## config.mk

```make
export PLATFORM = sky130hd
export DESIGN_NAME = sram_arbiter
export DESIGN_NICKNAME = d
export VERILOG_FILES = /design/src/rtl/sram_arbiter.sv
export SDC_FILE = /design/constraint.sdc
export NUM_CORES = 1
export LEC_CHECK = 0
export ABC_CLOCK_PERIOD_IN_PS = 2100
export BUFFER_PORTS_ARGS = -buffer_cell sky130_fd_sc_hd__buf_2
export CELL_PAD_IN_SITES_DETAIL_PLACEMENT = 0
export CELL_PAD_IN_SITES_GLOBAL_PLACEMENT = 1
export CORE_MARGIN = 3
export CORE_UTILIZATION = 19
export CTS_CLUSTER_DIAMETER = 100
export DETAILED_ROUTE_END_ITERATION = 16
export GPL_TIMING_DRIVEN = 0
export PLACE_DENSITY_LB_ADDON = 0.1
export SKIP_CTS_REPAIR_TIMING = 1
export SLEW_MARGIN = 20
export SYNTH_ARGS = -nofsm -noshare
export SYNTH_HDL_FRONTEND = slang
export SYNTH_SLANG_ARGS = --single-unit
```

## constraint.sdc

```tcl
create_clock -name clk -period 2.1 [get_ports clk]
set_input_delay 0.42 -clock clk [delete_from_list [all_inputs] [get_ports clk]]
set_output_delay 0.42 -clock clk [all_outputs]
set_load 0.1 [all_outputs]
```

## src/rtl/sram_arbiter.sv

```systemverilog
// CPU/DMA arbiter in front of a single-port synchronous SRAM. The CPU has fixed
// priority, a DMA starvation guard overrides it, and read data is routed back one cycle later.
//
// rd_owner state | meaning
// ---------------+-----------------------------------------------
// RD_NONE        | no read in flight, both rdata buses are 0
// RD_CPU         | last cycle issued a CPU read; sram_DO goes to the CPU
// RD_DMA         | last cycle issued a DMA read; sram_DO goes to the DMA
module sram_arbiter #(
    parameter int ADDR_W     = 16,
    parameter int DATA_W     = 32,
    parameter int STARVE_MAX = 4
) (
    input  logic              clk,
    input  logic              reset,
    input  logic              cpu_req,
    input  logic              cpu_we,
    input  logic [ADDR_W-1:0] cpu_addr,
    input  logic [DATA_W-1:0] cpu_wdata,
    output logic              cpu_gnt,
    output logic              cpu_rvalid,
    output logic [DATA_W-1:0] cpu_rdata,
    input  logic              dma_req,
    input  logic              dma_we,
    input  logic [ADDR_W-1:0] dma_addr,
    input  logic [DATA_W-1:0] dma_wdata,
    output logic              dma_gnt,
    output logic              dma_rvalid,
    output logic [DATA_W-1:0] dma_rdata,
    output logic [ADDR_W-1:0] sram_ADDR,
    output logic [DATA_W-1:0] sram_DI,
    output logic              sram_EN,
    output logic              sram_WE,
    input  logic [DATA_W-1:0] sram_DO,
    output logic [15:0]       conflict_cnt
);

    typedef enum logic [1:0] {RD_NONE, RD_CPU, RD_DMA} rd_state_t;

    localparam logic [3:0] STARVE_LIM = 4'(STARVE_MAX);

    rd_state_t  rd_owner;
    rd_state_t  rd_next;
    logic [3:0] starve;
    logic       starve_hit;

    assign starve_hit = (starve == STARVE_LIM);

    // Everything is gated by reset so requests are ignored and outputs read 0 while it is held.
    always_comb begin
        cpu_gnt    = 1'b0;
        dma_gnt    = 1'b0;
        sram_EN    = 1'b0;
        sram_WE    = 1'b0;
        sram_ADDR  = '0;
        sram_DI    = '0;
        cpu_rvalid = 1'b0;
        cpu_rdata  = '0;
        dma_rvalid = 1'b0;
        dma_rdata  = '0;
        rd_next    = RD_NONE;
        if (!reset) begin
            dma_gnt = dma_req & (~cpu_req | starve_hit);
            cpu_gnt = cpu_req & ~dma_gnt;
            sram_EN = cpu_gnt | dma_gnt;
            if (cpu_gnt) begin
                sram_WE   = cpu_we;
                sram_ADDR = cpu_addr;
                sram_DI   = cpu_wdata;
                rd_next   = cpu_we ? RD_NONE : RD_CPU;
            end else if (dma_gnt) begin
                sram_WE   = dma_we;
                sram_ADDR = dma_addr;
                sram_DI   = dma_wdata;
                rd_next   = dma_we ? RD_NONE : RD_DMA;
            end
            case (rd_owner)
                RD_CPU: begin
                    cpu_rvalid = 1'b1;
                    cpu_rdata  = sram_DO;
                end
                RD_DMA: begin
                    dma_rvalid = 1'b1;
                    dma_rdata  = sram_DO;
                end
                default: ;
            endcase
        end
    end

    always_ff @(posedge clk) begin
        if (reset) begin
            rd_owner     <= RD_NONE;
            starve       <= 4'd0;
            conflict_cnt <= 16'd0;
        end else begin
            rd_owner <= rd_next;
            if (dma_req && !dma_gnt) begin
                if (!starve_hit) starve <= starve + 4'd1;
            end else begin
                starve <= 4'd0;
            end
            if (cpu_req && dma_req && conflict_cnt != 16'hFFFF)
                conflict_cnt <= conflict_cnt + 16'd1;
        end
    end

endmodule

```

==> flow_summary.yaml, run 1 <==
die:
  design.die.area_sq_um: 11500
  die_height_um: 107.3
  top_level_ports: 268
  area_inside_the_core_boundary_sq_um: 9864
  starting_density_pct: 19.75
  die_width_um: 107.3
  core.rowCount: 36
clock_tree:
  clock_sinks: 22
  num_cts_buffers: 3
  cts_tree: "yes"
  worst_setup_hold_path_clk_slew_ns: 0.08
  cts-root-to-sink-buffers: 2
  clk_latency_ns: 0.26
  h-tree-depth: 1
  cts-root-buf: "clkbuf_8"
drt:
  postRouteAntennaNets: 0
  via_per_inst: 4.535
  drt_pre_antenna_iters: 4
  vias: 3020
  drt-initial-drc-count: 126
  drt_drc_violations_left: 0
  totalWireLength_um: 11500
  routedWlPerCell_um: 17.27
synth:
  cell_type_contributing_the_most_total_cell_area_after_synthesis: "dfxtp_1"
  synth-async-reset-ratio_pct: 0
  ys.flop_type: "dfxtp_1"
  ys.warnings.count: 0
  synth_enable_flop_cells: 0
  yosys.cell_types.count: 34
  avgSynthCellArea_sq_um: 7.761
  yosys.area.top_type_share_pct: 22.61
  synth-seq-area-share_pct: 22.61
  ys_seq_elements: 22
  synth.top_cells.by_area: "dfxtp_1, a22o_1, and2_1"
  netlist_area_sq_um: 1948
  list_of_most_frequent_post_synthesis_cells: "and2_1, a22o_1, dfxtp_1, nor2_1, clkbuf_1"
  synthesis.instances: 251
  synthMostInstantiatedCell: "and2_1"
  syn_nets: 388
critical_path:
  cp_data_arrival_time_ns: 1.86
  setup.worst_path.end_class: "output port"
  cpMaxStageDelayCell: "dfxtp_2"
  crit_required_ns: 1.68
  worstPathCellList: "inv_2 -> ha_4 -> nand2_4 -> nor2_4 -> a211oi_4 -> buf_12 -> buf_12 -> a22o_4 -> buf_12"
  setup.worst_path.class: "reg2out"
  critical_path.startpoint_type: "register"
  worst_path_most_repeated_cell: "buf_12"
  slowest_delay_ns: 0.35
  worst-path-max-fanout: 10
sta:
  timing.hold.ws_ns: 0.3353
  grt_setup_unrepaired: "yes"
  final_critical_path_setup_slack_ns: -0.1799
  final_number_of_hold_violating_endpoints: 0
  min_period_ns: 2.280
  setup-violations-final: 50
  max_slew_margin_pct: 66.24
  max_freq_ghz: 0.4386
  finalMaxSlewViolations: 0
  final.setup_skew_ns: 0.003242
  tightestPinTransition_ns: 0.5064
  min_period_over_period_pct: 108.6
pwr:
  clock_power_share_pct: 14.7
  p_leak_uw: 0.002806
  power.share.sequential_pct: 20.5
  worst_ir_drop_vdd_mv: 0.2443
  comb_power_share_pct: 64.8
  fin_total_pwr_uw: 2082
  netSwitchingFraction_pct: 46.63
  power.internal_uw: 1111
  p_per_area_nw_per_um2: 372.2
  p_sw_uw: 971.0
grt:
  grt_max_degree: 13
  grt_pass1_wl_um: 14590
  grt_pass1_vias: 2756
  antenna_violations_before_repair: 0
  grt_usage_pct: 16.06
  globalRouteOverflowTotal: 0
placed_design:
  pre_cts_slack_ns: -0.6656
  dp_hpwl_um: 8904
  globalplace.congestion: 0.7727
  io_buffers: 267
final_layout:
  layout-drive-gt1-share_pct: 84.05
  num-fill-cells: 865
  area_delta_synth_final_pct: 187.2
  num_antenna_cells: 0
  finalNetCount: 671
status:
  status: "finished with violations"
  violations: "setup timing"
flow_run:
  timing.max_cap.violations: 0
worst_hold_path:
  min-delay-path-class: "in2reg"
-- final timing paths --
kind	startpoint	endpoint	slack [ns]	cells past startpoint
max	starve[0]$_SDFFE_PP0N_	sram_ADDR[7]	-0.18	9
min	cpu_we	rd_owner[0]$_SDFF_PP0_	0.34	2
max reg2reg	conflict_cnt[0]$_SDFFE_PP0P_	conflict_cnt[5]$_SDFFE_PP0P_	0.28	7
min reg2reg	conflict_cnt[5]$_SDFFE_PP0P_	conflict_cnt[5]$_SDFFE_PP0P_	0.50	2
-- per-layer routing --
layer  vias up  share of wire, %  GRT usage (%)
met1      1381                35          18.95
li1       1464                 -              -
met4         0               1.7          2.192
met2       161                52          29.13
met5         -                 0              0
met3        14                11          4.919
-- kinds of logic (layout without fill, tap and decap cells) --
kind of cell,after synthesis,in the layout,synth area share (%)
buffers and inverters,25,307,4.881
adder cells (fa/ha/maj),3,3,1.927
AO/OA/AOI/OAI,64,64,27.75
flip-flops,22,22,22.61
XOR/XNOR,12,12,5.395
multiplexers,1,1,0.5138
AND/OR/NAND/NOR,124,124,36.93
-- critical path: cells and delay by family (launching register included) --
kind,cells,cell delay [ns]
DFF,1,0.35
buffers and inverters,4,0.57
and+or+nand+nor,2,0.11
adders and majority gates,1,0.15
AOI/OAI and AO/OA,2,0.40
-- state kept, by name, indices dropped and copies added, names as in the netlist --
signal	count
rd_owner	2
conflict_cnt	16
starve	4
-- area by class of cell --
type                            instances  area (sq um)  share of cell area, %
Buffer                                 19         261.5                  4.675
Clock buffer                            4         55.05                 0.9841
Inverter                                5         18.77                 0.3355
Multi-Input combinational cell        204          2011                  35.94
Sequential cell                        22         464.2                  8.298
Tap cell                              133         166.4                  2.975
Timing Repair Buffer                  279          2618                  46.79
-- power by group through the flow --
stage / Sequential (uW) / Combinational (uW) / Clock, uW
2_1_floorplan: 454 / 779 / 0
3_3_place_gp: 437 / 1040 / 0
3_5_place_dp: 437 / 1040 / 0
4_1_cts: 427 / 1040 / 316
5_1_grt: 429 / 1390 / 337
6_report: 428 / 1350 / 305
-- cells in the final DEF (no fill, tap or decap), types with 2 or more instances in the layout --
cell type and n:
a21oi_1 3, a22o_4 48, and2_2 45, and2_4 19
and3_1 4, and3_2 2, buf_12 64, buf_2 158
buf_4 19, buf_6 36, buf_8 3, clkbuf_16 4
clkbuf_4 11, clkbuf_8 6, dfxtp_1 3, dfxtp_2 19
ha_1 2, inv_1 4, nand2_1 5, nand3_1 7
nand4_1 4, nor2_1 18, nor2b_1 2, nor3_1 2
nor3b_4 2, o211ai_1 2, o21a_1 2, o21ai_0 3
or3_1 4, xnor2_1 2, xor2_1 10
-- metrics by stage --
stage | utilization [%] | area (sq um) | std cells | setup TNS (ns)
2_1_floorplan | - | 2582 | 251 | 0
3_3_place_gp | 41.41 | 4085 | 651 | -58.17
3_5_place_dp | 41.41 | 4085 | 651 | -60.53
4_1_cts | 41.97 | 4140 | 655 | -66.38
5_1_grt | 56.71 | 5594 | 666 | -11.84
6_report | 56.71 | 5594 | 666 | -7.779
(Power assumes the default switching activity.)
==> inputs of run 2 (changes only) <==
--- a/config.mk
+++ b/config.mk
@@ -15,7 +15,6 @@
 export DETAILED_ROUTE_END_ITERATION = 16
 export GPL_TIMING_DRIVEN = 0
 export PLACE_DENSITY_LB_ADDON = 0.1
-export SKIP_CTS_REPAIR_TIMING = 1
 export SLEW_MARGIN = 20
 export SYNTH_ARGS = -nofsm -noshare
 export SYNTH_HDL_FRONTEND = slang
==> flow_summary.yaml, run 2 (same netlist as run 1, synthesis figures left out) <==
final_layout:
  layout-drive-gt1-share_pct: 84.29
  design_area_sq_um: 5893
  num_antenna_cells: 0
  largest_register_ff_count: 16
  num-fill-cells: 819
  largest_register: "conflict_cnt"
  mostFrequentLayoutCells: "buf_2, buf_12, a22o_4, and2_2, buf_6"
  area_delta_synth_final_pct: 202.5
  finalNetCount: 679
  layout.core_utilization_pct: 59.74
  biggestRegsByFlops: "conflict_cnt (16), starve (4), rd_owner (2)"
  final_common_cell: "buf_2"
grt:
  globalRouteOverflowTotal: 0
  grt_pass1_wl_um: 17440
  grt_max_degree: 13
  grt_pass1_vias: 3261
  grt_usage_pct: 19.09
  antenna_violations_before_repair: 0
critical_path:
  critical_path.startpoint_type: "register"
  worst-path-max-fanout: 7
  cpMaxStageDelayCell: "dfxtp_2"
  worstPathCellList: "inv_2 -> ha_4 -> nand2_4 -> nor2_4 -> o211a_4 -> clkbuf_8 -> a22o_4 -> buf_12"
  crit_buf_inv: 3
  slowest_delay_ns: 0.34
  setup.worst_path.end_class: "output port"
  crit_required_ns: 1.68
  cp_data_arrival_time_ns: 1.83
  setup.worst_path.class: "reg2out"
  cp_top_family: "compound AO/OA/AOI/OAI gates"
die:
  area_inside_the_core_boundary_sq_um: 9864
  design.die.area_sq_um: 11500
  die_width_um: 107.3
  starting_density_pct: 19.75
  core.rowCount: 36
  die_height_um: 107.3
  top_level_ports: 268
drt:
  postRouteAntennaNets: 0
  routedWlPerCell_um: 17.80
  vias: 3059
  drt_pre_antenna_iters: 4
  totalWireLength_um: 12000
  drt_drc_violations_left: 0
  via_per_inst: 4.539
  drt-initial-drc-count: 116
sta:
  timing.hold.ws_ns: 0.3394
  finalMaxSlewViolations: 0
  max_slew_margin_pct: 66.69
  grt_setup_unrepaired: "yes"
  final_number_of_hold_violating_endpoints: 0
  tightestPinTransition_ns: 0.4997
  max_freq_ghz: 0.4435
  min_period_over_period_pct: 107.4
  final.setup_skew_ns: 0.003145
  final_critical_path_setup_slack_ns: -0.1550
  min_period_ns: 2.255
  setup-violations-final: 50
placed_design:
  placement.cell_area_sq_um: 4085
  dp_hpwl_um: 8904
  globalplace.congestion: 0.7727
  io_buffers: 267
clock_tree:
  num_cts_buffers: 3
  worst_setup_hold_path_clk_slew_ns: 0.08
  cts-root-buf: "clkbuf_8"
  cts.hold.buffers_added: 0
  h-tree-depth: 1
  cts_tree: "yes"
  clk_latency_ns: 0.26
  cts-root-to-sink-buffers: 2
  clock_sinks: 22
worst_hold_path:
  min-delay-path-class: "in2reg"
pwr:
  p_per_area_nw_per_um2: 358.9
  worst_ir_drop_vdd_mv: 0.2537
  fin_total_pwr_uw: 2115
  p_leak_uw: 0.002918
flow_run:
  timing.max_cap.violations: 0
status:
  status: "finished with violations"
  violations: "setup timing"
run 2: changes by cell type in the layout (fill, tap and decap cells not counted), sizes merged:
cell,before,now
o211a,2,3
clkbuf,21,28
run 2: what timing repair did:
action	in CTS	in global routing
buffers inserted	6	4
pin swaps	34	5
endpoints found under the setup margin	118	114
resized for setup	370	42
gates cloned	7	3
run 2: area by class of cell:
type	count	area, sq um	area share (%)
Timing Repair Buffer	286	2815	47.77
Clock buffer	4	55.05	0.9342
Multi-Input combinational cell	205	2034	34.52
Inverter	5	18.77	0.3185
Tap cell	133	166.4	2.824
Buffer	19	340.3	5.775
Sequential cell	22	462.9	7.856
run 2: stage by stage:
stage / instances / setup slack, ns / TNS (ns)
6_report: 674 / -0.1550 / -6.286
3_5_place_dp: 651 / -0.6656 / -60.53
3_3_place_gp: 651 / -0.6582 / -58.17
2_1_floorplan: 251 / 0.009490 / 0
5_1_grt: 674 / -0.2361 / -10.60
4_1_cts: 667 / -0.1952 / -8.647
run 2: path summary, 6_finish.rpt:
path | slack [ns] | startpoint | cells past startpoint | endpoint
worst max-delay path | -0.15 | starve[0]$_SDFFE_PP0N_ | 8 | sram_DI[4]
worst min-delay path | 0.34 | dma_we | 2 | rd_owner[1]$_SDFF_PP0_
worst min register to register | 0.50 | conflict_cnt[5]$_SDFFE_PP0P_ | 2 | conflict_cnt[5]$_SDFFE_PP0P_
worst max register to register | 0.27 | conflict_cnt[0]$_SDFFE_PP0P_ | 7 | conflict_cnt[5]$_SDFFE_PP0P_
run 2: power breakdown:
part           total [uW]  switching [uW]  internal (uW)
Sequential            427            5.20            422
Combinational        1380             837            545
Clock                 306             139            167
Total                2110             981           1130
run 2: worst reg2reg max path, cell delays in order, from the launching register on:
cell,delay (ns)
dfxtp_2,0.35
ha_1,0.24
nand2_1,0.12
or3_1,0.11
buf_2,0.21
o21ai_4,0.11
or4_1,0.47
a21oi_1,0.15
run 2: metal layers:
metal  track usage, %  wire, um  vias to the layer above
met3            5.879      1071                       15
met5                0         0                        -
met4            3.562       156                        0
li1                 -         -                     1477
met1            21.33      4361                     1406
met2            35.57      6405                      161
